[src/rtl/sp_ram_arb_if.sv]
// Bus bundle between the two core masters (p0 instruction, p1 data),
// the round-robin arbiter and the single-port RAM wrapper.
interface sp_ram_arb_if #(
    parameter int ADDR_WIDTH = 13
);
    logic                  p0_req_i;
    logic                  p0_gnt_o;
    logic [ADDR_WIDTH-1:0] p0_addr_i;
    logic                  p0_we_i;
    logic [3:0]            p0_be_i;
    logic [31:0]           p0_wdata_i;
    logic                  p0_rvalid_o;
    logic [31:0]           p0_rdata_o;

    logic                  p1_req_i;
    logic                  p1_gnt_o;
    logic [ADDR_WIDTH-1:0] p1_addr_i;
    logic                  p1_we_i;
    logic [3:0]            p1_be_i;
    logic [31:0]           p1_wdata_i;
    logic                  p1_rvalid_o;
    logic [31:0]           p1_rdata_o;

    logic                  ram_en_o;
    logic [ADDR_WIDTH-1:0] ram_addr_o;
    logic [31:0]           ram_wdata_o;
    logic                  ram_we_o;
    logic [3:0]            ram_be_o;
    logic [31:0]           ram_rdata_i;

    logic                  init_done_o;

    // Arbiter side
    modport slave (
        input  p0_req_i, p0_addr_i, p0_we_i, p0_be_i, p0_wdata_i,
        output p0_gnt_o, p0_rvalid_o, p0_rdata_o,
        input  p1_req_i, p1_addr_i, p1_we_i, p1_be_i, p1_wdata_i,
        output p1_gnt_o, p1_rvalid_o, p1_rdata_o,
        output ram_en_o, ram_addr_o, ram_wdata_o, ram_we_o, ram_be_o,
        input  ram_rdata_i,
        output init_done_o
    );

    // Master / RAM environment side
    modport master (
        output p0_req_i, p0_addr_i, p0_we_i, p0_be_i, p0_wdata_i,
        input  p0_gnt_o, p0_rvalid_o, p0_rdata_o,
        output p1_req_i, p1_addr_i, p1_we_i, p1_be_i, p1_wdata_i,
        input  p1_gnt_o, p1_rvalid_o, p1_rdata_o,
        input  ram_en_o, ram_addr_o, ram_wdata_o, ram_we_o, ram_be_o,
        output ram_rdata_i,
        input  init_done_o
    );
endinterface

[src/rtl/sp_ram_arb.sv]
// Two-master round-robin arbiter in front of a single-port RAM.
// Optional zero-fill of NUM_WORDS words after reset; OBI-style rvalid
// one cycle after each grant; read data passed straight from the RAM.
module sp_ram_arb #(
    parameter int ADDR_WIDTH = 13,
    parameter int NUM_WORDS  = 8192,
    parameter bit INIT_ZERO  = 1'b1
) (
    input logic         clk,
    input logic         rst_i,
    sp_ram_arb_if.slave bus
);

    localparam logic [ADDR_WIDTH-1:0] LAST_ADDR = ADDR_WIDTH'(NUM_WORDS - 1);

    typedef enum logic {
        ST_INIT,
        ST_RUN
    } state_t;

    state_t                state;
    state_t                state_nxt;
    logic [ADDR_WIDTH-1:0] cnt;
    logic                  last_gnt;   // 0 = p0 granted last, 1 = p1
    logic                  gnt0;
    logic                  gnt1;
    logic                  rvalid0;
    logic                  rvalid1;
    logic                  ram_en;
    logic                  ram_we;
    logic [ADDR_WIDTH-1:0] ram_addr;
    logic [31:0]           ram_wdata;
    logic [3:0]            ram_be;
    logic                  init_done;

    // State register; reset lands in INIT or RUN depending on INIT_ZERO
    always_ff @(posedge clk) begin
        if (rst_i) state <= INIT_ZERO ? ST_INIT : ST_RUN;
        else       state <= state_nxt;
    end

    // Zero-fill address counter, advances once per INIT write
    always_ff @(posedge clk) begin
        if (rst_i)                 cnt <= '0;
        else if (state == ST_INIT) cnt <= cnt + 1'b1;
    end

    // Remember the last granted port; reset to p1 so p0 wins first contention
    always_ff @(posedge clk) begin
        if (rst_i)     last_gnt <= 1'b1;
        else if (gnt0) last_gnt <= 1'b0;
        else if (gnt1) last_gnt <= 1'b1;
    end

    // Response valid follows each grant by exactly one cycle
    always_ff @(posedge clk) begin
        if (rst_i) begin
            rvalid0 <= 1'b0;
            rvalid1 <= 1'b0;
        end else begin
            rvalid0 <= gnt0;
            rvalid1 <= gnt1;
        end
    end

    // Next state, grant selection and RAM port mux.
    // Outputs are gated by rst_i so nothing is driven while reset is held,
    // even though the state register only clears on the clock edge.
    always_comb begin
        state_nxt = state;
        gnt0      = 1'b0;
        gnt1      = 1'b0;
        ram_en    = 1'b0;
        ram_we    = 1'b0;
        ram_addr  = bus.p0_addr_i;
        ram_wdata = bus.p0_wdata_i;
        ram_be    = bus.p0_be_i;
        init_done = 1'b0;
        if (!rst_i) begin
            case (state)
                ST_INIT: begin
                    ram_en    = 1'b1;
                    ram_we    = 1'b1;
                    ram_be    = '1;
                    ram_wdata = '0;
                    ram_addr  = cnt;
                    if (cnt == LAST_ADDR) state_nxt = ST_RUN;
                end
                ST_RUN: begin
                    init_done = 1'b1;
                    gnt0 = bus.p0_req_i && (!bus.p1_req_i || last_gnt);
                    gnt1 = bus.p1_req_i && (!bus.p0_req_i || !last_gnt);
                    ram_en = gnt0 || gnt1;
                    if (gnt1) begin
                        ram_addr  = bus.p1_addr_i;
                        ram_wdata = bus.p1_wdata_i;
                        ram_be    = bus.p1_be_i;
                        ram_we    = bus.p1_we_i;
                    end else begin
                        ram_we    = gnt0 && bus.p0_we_i;
                    end
                end
                default: state_nxt = state;
            endcase
        end
    end

    assign bus.p0_gnt_o    = gnt0;
    assign bus.p1_gnt_o    = gnt1;
    assign bus.p0_rvalid_o = rvalid0;
    assign bus.p1_rvalid_o = rvalid1;
    assign bus.p0_rdata_o  = bus.ram_rdata_i;
    assign bus.p1_rdata_o  = bus.ram_rdata_i;
    assign bus.ram_en_o    = ram_en;
    assign bus.ram_we_o    = ram_we;
    assign bus.ram_addr_o  = ram_addr;
    assign bus.ram_wdata_o = ram_wdata;
    assign bus.ram_be_o    = ram_be;
    assign bus.init_done_o = init_done;

endmodule

[src/flat_wrapper.sv]
// flat-port wrapper written by rule: the top's interface ports become plain ports
module sp_ram_arb_flat 
#(
    parameter int ADDR_WIDTH = 13,
    parameter int NUM_WORDS  = 8192,
    parameter bit INIT_ZERO  = 1'b1
)
  (clk, rst_i, bus_p0_req_i, bus_p0_addr_i, bus_p0_we_i, bus_p0_be_i, bus_p0_wdata_i, bus_p0_gnt_o, bus_p0_rvalid_o, bus_p0_rdata_o, bus_p1_req_i, bus_p1_addr_i, bus_p1_we_i, bus_p1_be_i, bus_p1_wdata_i, bus_p1_gnt_o, bus_p1_rvalid_o, bus_p1_rdata_o, bus_ram_en_o, bus_ram_addr_o, bus_ram_wdata_o, bus_ram_we_o, bus_ram_be_o, bus_ram_rdata_i, bus_init_done_o);
  sp_ram_arb_if #(.ADDR_WIDTH(ADDR_WIDTH)) bus_i ();
  input logic clk;
  input logic rst_i;
  input wire logic [$bits(bus_i.p0_req_i)-1:0] bus_p0_req_i;
  input wire logic [$bits(bus_i.p0_addr_i)-1:0] bus_p0_addr_i;
  input wire logic [$bits(bus_i.p0_we_i)-1:0] bus_p0_we_i;
  input wire logic [$bits(bus_i.p0_be_i)-1:0] bus_p0_be_i;
  input wire logic [$bits(bus_i.p0_wdata_i)-1:0] bus_p0_wdata_i;
  output wire logic [$bits(bus_i.p0_gnt_o)-1:0] bus_p0_gnt_o;
  output wire logic [$bits(bus_i.p0_rvalid_o)-1:0] bus_p0_rvalid_o;
  output wire logic [$bits(bus_i.p0_rdata_o)-1:0] bus_p0_rdata_o;
  input wire logic [$bits(bus_i.p1_req_i)-1:0] bus_p1_req_i;
  input wire logic [$bits(bus_i.p1_addr_i)-1:0] bus_p1_addr_i;
  input wire logic [$bits(bus_i.p1_we_i)-1:0] bus_p1_we_i;
  input wire logic [$bits(bus_i.p1_be_i)-1:0] bus_p1_be_i;
  input wire logic [$bits(bus_i.p1_wdata_i)-1:0] bus_p1_wdata_i;
  output wire logic [$bits(bus_i.p1_gnt_o)-1:0] bus_p1_gnt_o;
  output wire logic [$bits(bus_i.p1_rvalid_o)-1:0] bus_p1_rvalid_o;
  output wire logic [$bits(bus_i.p1_rdata_o)-1:0] bus_p1_rdata_o;
  output wire logic [$bits(bus_i.ram_en_o)-1:0] bus_ram_en_o;
  output wire logic [$bits(bus_i.ram_addr_o)-1:0] bus_ram_addr_o;
  output wire logic [$bits(bus_i.ram_wdata_o)-1:0] bus_ram_wdata_o;
  output wire logic [$bits(bus_i.ram_we_o)-1:0] bus_ram_we_o;
  output wire logic [$bits(bus_i.ram_be_o)-1:0] bus_ram_be_o;
  input wire logic [$bits(bus_i.ram_rdata_i)-1:0] bus_ram_rdata_i;
  output wire logic [$bits(bus_i.init_done_o)-1:0] bus_init_done_o;
  assign bus_i.p0_req_i = bus_p0_req_i;
  assign bus_i.p0_addr_i = bus_p0_addr_i;
  assign bus_i.p0_we_i = bus_p0_we_i;
  assign bus_i.p0_be_i = bus_p0_be_i;
  assign bus_i.p0_wdata_i = bus_p0_wdata_i;
  assign bus_p0_gnt_o = bus_i.p0_gnt_o;
  assign bus_p0_rvalid_o = bus_i.p0_rvalid_o;
  assign bus_p0_rdata_o = bus_i.p0_rdata_o;
  assign bus_i.p1_req_i = bus_p1_req_i;
  assign bus_i.p1_addr_i = bus_p1_addr_i;
  assign bus_i.p1_we_i = bus_p1_we_i;
  assign bus_i.p1_be_i = bus_p1_be_i;
  assign bus_i.p1_wdata_i = bus_p1_wdata_i;
  assign bus_p1_gnt_o = bus_i.p1_gnt_o;
  assign bus_p1_rvalid_o = bus_i.p1_rvalid_o;
  assign bus_p1_rdata_o = bus_i.p1_rdata_o;
  assign bus_ram_en_o = bus_i.ram_en_o;
  assign bus_ram_addr_o = bus_i.ram_addr_o;
  assign bus_ram_wdata_o = bus_i.ram_wdata_o;
  assign bus_ram_we_o = bus_i.ram_we_o;
  assign bus_ram_be_o = bus_i.ram_be_o;
  assign bus_i.ram_rdata_i = bus_ram_rdata_i;
  assign bus_init_done_o = bus_i.init_done_o;
  sp_ram_arb #(.ADDR_WIDTH(ADDR_WIDTH), .NUM_WORDS(NUM_WORDS), .INIT_ZERO(INIT_ZERO)) u_core (.clk(clk), .rst_i(rst_i), .bus(bus_i));
endmodule
[config.mk]
export PLATFORM = sky130hd
export DESIGN_NAME = sp_ram_arb_flat
export DESIGN_NICKNAME = d
export VERILOG_FILES = /design/src/rtl/sp_ram_arb_if.sv /design/src/rtl/sp_ram_arb.sv /design/src/flat_wrapper.sv
export SDC_FILE = /design/constraint.sdc
export NUM_CORES = 1
export LEC_CHECK = 0
export CAP_MARGIN = 20
export CORE_MARGIN = 3
export CORE_UTILIZATION = 24
export DETAILED_ROUTE_END_ITERATION = 6
export GPL_TIMING_DRIVEN = 0
export MAX_ROUTING_LAYER = met4
export PLACE_DENSITY = 0.78
export SETUP_SLACK_MARGIN = 0.3
export SYNTH_ARGS = -nofsm -noshare
export SYNTH_HDL_FRONTEND = slang
export SYNTH_SLANG_ARGS = --single-unit
[constraint.sdc]
create_clock -name clk -period 1.9 [get_ports clk]
set_clock_uncertainty 0.15 [all_clocks]
set_input_delay 0.38 -clock clk [delete_from_list [all_inputs] [get_ports clk]]
set_output_delay 0.38 -clock clk [all_outputs]
set_load 0.05 [all_outputs]
* Word level (Yosys, flattened, before mapping)
Cells that the tools add are included.
** Word-level totals
- Register bits after elaboration :: 17
- Output and inout bits :: 120
- Input bits :: 136
- Word-level logic and storage cells :: 42
** Operators by class
- Equal/unequal tests :: 1
- Add/sub/neg operators :: 1
- Bitwise operators :: 1
- Multiplexer cells :: 24
- Reduce and logical (&&, ||, !) cells :: 10
** Operator list (count)
- $mux 32 :: 2
- $pmux 32 s2 :: 1
- $mux 13 :: 2
- $pmux 13 s2 :: 1
- $add 13x1->13 const B :: 1
- $eq 13x13->1 const B :: 1
- $mux 1 :: 13
- $mux 4 :: 2
- $pmux 4 s2 :: 1
- $pmux 1 s2 :: 2
- $logic_and 1x1->1 :: 3
- $logic_not 1->1 :: 3
- $logic_or 1x1->1 :: 3
- $reduce_bool 2->1 :: 1
- $not 1->1 :: 1

* Depth between registers and ports, before layout
- Depth after elaboration :: 7
- Mapped depth :: 6
- Gate-level depth less buffers :: 4

* Least setup slack after synthesis
Ideal clock, no wire load.
- Kind :: register to output
- Start :: register u_core.state
- End :: output port bus_ram_wdata_o[22]
- Cell stages (with the launch flop) :: 7
- Data required time :: 1.370 ns
- Path buffers :: 2
- Data arrival time :: 1.997 ns
- Path slack :: -0.627 ns
- Path through :: dfxtp_1 -> buf_2 -> nor2b_2 -> nand2_2 -> clkinv_2 -> buf_6 -> a22o_1
** On the way
- Word-level cells in the longest chain between the ends :: 3
** RTL lines
- start, declared :: line sp_ram_arb.sv:21 : state_t state;
- start signal, assigned :: line sp_ram_arb.sv:38 : if (rst_i) state <= INIT_ZERO ? ST_INIT : ST_RUN;
- start signal, assigned :: line sp_ram_arb.sv:39 : else state <= state_nxt;
- $not 1->1
- $pmux 32 s2 (*) :: line sp_ram_arb.sv:80 : case (state)
- $mux 32 (*) :: line sp_ram_arb.sv:79 : if (!rst_i) begin
- end, declared :: line flat_wrapper.sv:30 : output wire logic [$bits(bus_i.ram_wdata_o)-1:0] bus_ram_wdata_o;
Every way passes the cells marked *; elsewhere a longest branch is shown, timed or not.

* Worst setup path in the final report
- Start :: register u_core.last_gnt
- End :: output port bus_ram_addr_o[10]
** On the way
- Word-level cells in the longest chain between the ends :: 6
** RTL lines
- start, declared :: line sp_ram_arb.sv:24 : logic last_gnt;
- start signal, assigned :: line sp_ram_arb.sv:50 : if (rst_i) last_gnt <= 1'b1;
- start signal, assigned :: line sp_ram_arb.sv:51 : else if (gnt0) last_gnt <= 1'b0;
- start signal, assigned :: line sp_ram_arb.sv:52 : else if (gnt1) last_gnt <= 1'b1;
- $logic_not 1->1 :: line sp_ram_arb.sv:92 : gnt1 = bus.p1_req_i && (!bus.p0_req_i || !last_gnt);
- $logic_or 1x1->1 :: line sp_ram_arb.sv:92
- $logic_and 1x1->1 :: line sp_ram_arb.sv:92
- $mux 13 :: line sp_ram_arb.sv:94 : if (gnt1) begin
- $pmux 13 s2 :: line sp_ram_arb.sv:80
- $mux 13 :: line sp_ram_arb.sv:79
- end, declared :: line flat_wrapper.sv:29 : output wire logic [$bits(bus_i.ram_addr_o)-1:0] bus_ram_addr_o;
Every way passes these cells.

==> impl_metrics.tcl <==
set metrics [dict create \
    outcome "finished with violations" \
    violations "setup timing" \
    htreeDepth 1 \
    insertion_delay_ps 260 \
    p_leak_uw 0.00257 \
    final_cell_mix "buf_4, clkdlybuf4s50_1, dlygate4sd2_1" \
    core_area_um2 8300 \
    async_flop_share_pct 0 \
    r2r_slack_ps 160 \
    worst_pin_slew_ps 546 \
    m1WireLength_mm 3.94 \
    place_hpwl_mm 8.12 \
    via_per_inst 4.56 \
    synth_edf_count 0 \
    route.detailed.drc 0 \
    worst_setup_path_end_kind "output port" \
    antenna_left 0 \
    ios 256 \
    dieArea_um2 9790 \
    startpoint_type "register" \
    cp-endpoint "bus_ram_addr_o[10]" \
    rows 33 \
    cp_slowest_cell "dfxtp_2" \
    clock-sinks 17 \
    numCtsBuffers 3 \
    setup_viol 52 \
    vias 2725 \
    antenna_cells 0 \
    cp.arrival_ps 1840 \
    ys.flop_type "dfxtp_1" \
    syn_inst 238 \
    totalWireLength_mm 10.3 \
    drv_cap 0 \
    first_pass_iters 4 \
    die_x_um 98.9 \
    highest_layer "met4" \
    syn_avg_cell_area_um2 8.71 \
    grt_pass1_wl_mm 14.9 \
    path_cells "buf_8, a21bo_4, a21oi_4, buf_12, buf_6, buf_8, mux2_4, buf_8" \
    wl_per_cell_um 17.2 \
    synth_top_area_share_pct 23.2 \
    cp_max_fo 5 \
    ctsRootBufferMaster "clkbuf_8" \
    rsz0062_at_grt "true" \
    grt_overflow 0 \
    ys_seq_elements 17 \
    multiInputGateArea_um2 1680 \
    finalHoldViolCount 0 \
    place_ws_ps -1520 \
    clk_pin_slew_worst_paths_ps 70 \
    synth.net_count 375 \
    yosysTopAreaCell "buf_4" \
    cts_max_path_buffers 2 \
    portBuffers 222 \
    dp_cells 565 \
    area_delta_synth_final_pct 160 \
    final_layout_size_suffix_gt1_share_pct 55.2 \
    grt_pass1_vias 2853 \
    n_fill_cell 675 \
    synthTopCellsByArea "buf_4, dfxtp_1, a22o_1, mux2_2, buf_6" \
    synthDistinctLibCells 42 \
    min_path_type "primary input to register" \
    wl_met3_um 698 \
    worstReg2RegStart "u_core.state$_SDFF_PP0_" \
    powerDensity_nw_per_um2 369 \
    drt_iter0_markers 73 \
    critPathMostFrequentCell "buf_8" \
    fp.dieH_um 98.9 \
    start_util_pct 25.0 \
    grt_max_degree 12 \
    gp_congestion 0.788 \
    syn_area_um2 2070 \
    regArea_um2 352 \
    crit_start "u_core.last_gnt$_SDFFE_PP1P_" \
    worstReg2RegEnd "u_core.cnt[11]$_SDFFE_PP0N_" \
    crit_type "register to output port" \
    vdd.ir_drop.worst_mv 0.203 \
    ff2ff_path_depth 6 \
    slew_headroom_pct 63.6 \
    grt_usage_pct 19.6 \
    final-max-slew-violation-count 0 \
    yosysWarnings 0 \
    met2_length_mm 5.57 \
    fmax_mhz 422 \
    max_stage_delay_ps 320 \
    cts_hold_buf 0 \
    fin_crit_ps 2370 \
    tritoncts "yes" \
    design_area_um2 5390 \
    final_nets 631 \
    grt_antenna_before_repair 0 \
    synth_seq_area_share_pct 16.4 \
    place_area_um2 4820 \
    fin_cells 598 \
    fin_ws_ps -470 \
    final_common_cell "buf_4" \
    crit_required_ps 1370 \
    timing.final.crit_share_pct 125 \
]
synth_stat cells, types with 2 or more instances:
cell type and number:
a21o_1 2, a21oi_1 11, a22o_1 32, buf_2 4, buf_4 64, buf_6 7, clkbuf_1 2, dfxtp_1 17
inv_1 6, mux2_2 19, mux2i_1 5, nand2_1 5, nand4_1 2, nand4b_4 2, nor2_1 7, nor2b_1 3
nor4_1 2, o211a_1 2, o21ai_0 4, o22a_1 4, o22ai_1 4, o31ai_1 4, or2_2 5, or3_1 2
or4_1 4, xnor2_1 3
layer usage:
layer,global-route usage (%),vias to the layer above
met2,35.5,136
met4,3.89,0
li1,-,1323
met1,22.8,1258
met5,-,-
met3,3.11,8
state kept, by name, summed over array words and instances, names as in the netlist:
signal and flops:
u_core.bus.p1_rvalid_o 1, u_core.state 1, u_core.last_gnt 1, u_core.cnt 13, u_core.bus.p0_rvalid_o 1
worst max-delay path, delay by kind of cell, from the launching register on:
kind,cells,cell delay (ps)
buf+inv,5,600
compound gates,2,360
flops,1,320
mux,1,310
final cells by class:
type	count	area share (%)
Buffer	78	12.0
Clock buffer	3	0.767
Clock inverter	1	0.139
Inverter	7	0.581
Multi-Input combinational cell	136	31.2
Sequential cell	17	6.53
Tap cell	105	2.44
Timing Repair Buffer	251	46.3
cell families after synthesis:
logic type / share of synthesized area, %
AOI/OAI and AO/OA: 26.0
buffers and inverters: 29.9
DFF: 16.4
muxes: 12.7
and+or+nand+nor: 12.7
adders and majority gates: 0.603
xor gates and xnor gates: 1.69
power breakdown:
group / internal, µW / leakage [µW] / switching [µW]
Sequential: 362 / 0.000141 / 13.2
Clock: 148 / 0.0000217 / 136
Combinational: 623 / 0.00241 / 708
repair_timing:
action / 4_1_cts / 5_1_grt
gates resized for setup: 485 / 29
gates cloned: 1 / 0
buffers inserted: 18 / 10
setup endpoints to repair: 135 / 60
pin swaps: 9 / 10
endpoints found under the hold margin: 0 / 0
worst min path at each step:
| stage | startpoint | to | cells after the start |
|---|---|---|---|
| 3_5_place_dp | u_core.cnt[8]$_SDFFE_PP0N_ | u_core.cnt[8]$_SDFFE_PP0N_ | 2 |
| 3_3_place_gp | u_core.cnt[8]$_SDFFE_PP0N_ | u_core.cnt[8]$_SDFFE_PP0N_ | 2 |
| 5_1_grt | bus_p0_req_i | u_core.bus.p0_rvalid_o$_SDFF_PP0_ | 2 |
| 2_1_floorplan | u_core.cnt[12]$_SDFFE_PP0N_ | u_core.cnt[12]$_SDFFE_PP0N_ | 2 |
| 6_report | bus_p0_req_i | u_core.bus.p0_rvalid_o$_SDFF_PP0_ | 2 |
| 4_1_cts | bus_p0_req_i | u_core.bus.p0_rvalid_o$_SDFF_PP0_ | 2 |
metrics by stage:
stage | total power, µW | hold WS [ps] | setup TNS, ps | util, %
after global placement | 1650 | 349 | -74520 | 58.1
after global routing | 2060 | 239 | -23290 | 64.9
final | 1990 | 239 | -20420 | 64.9
after floorplan | 1160 | 313 | -1470 | -
after detailed placement | 1660 | 373 | -76350 | 58.1
after CTS | 1970 | 236 | -21150 | 62.7
Power figures use the tool's default switching activity.
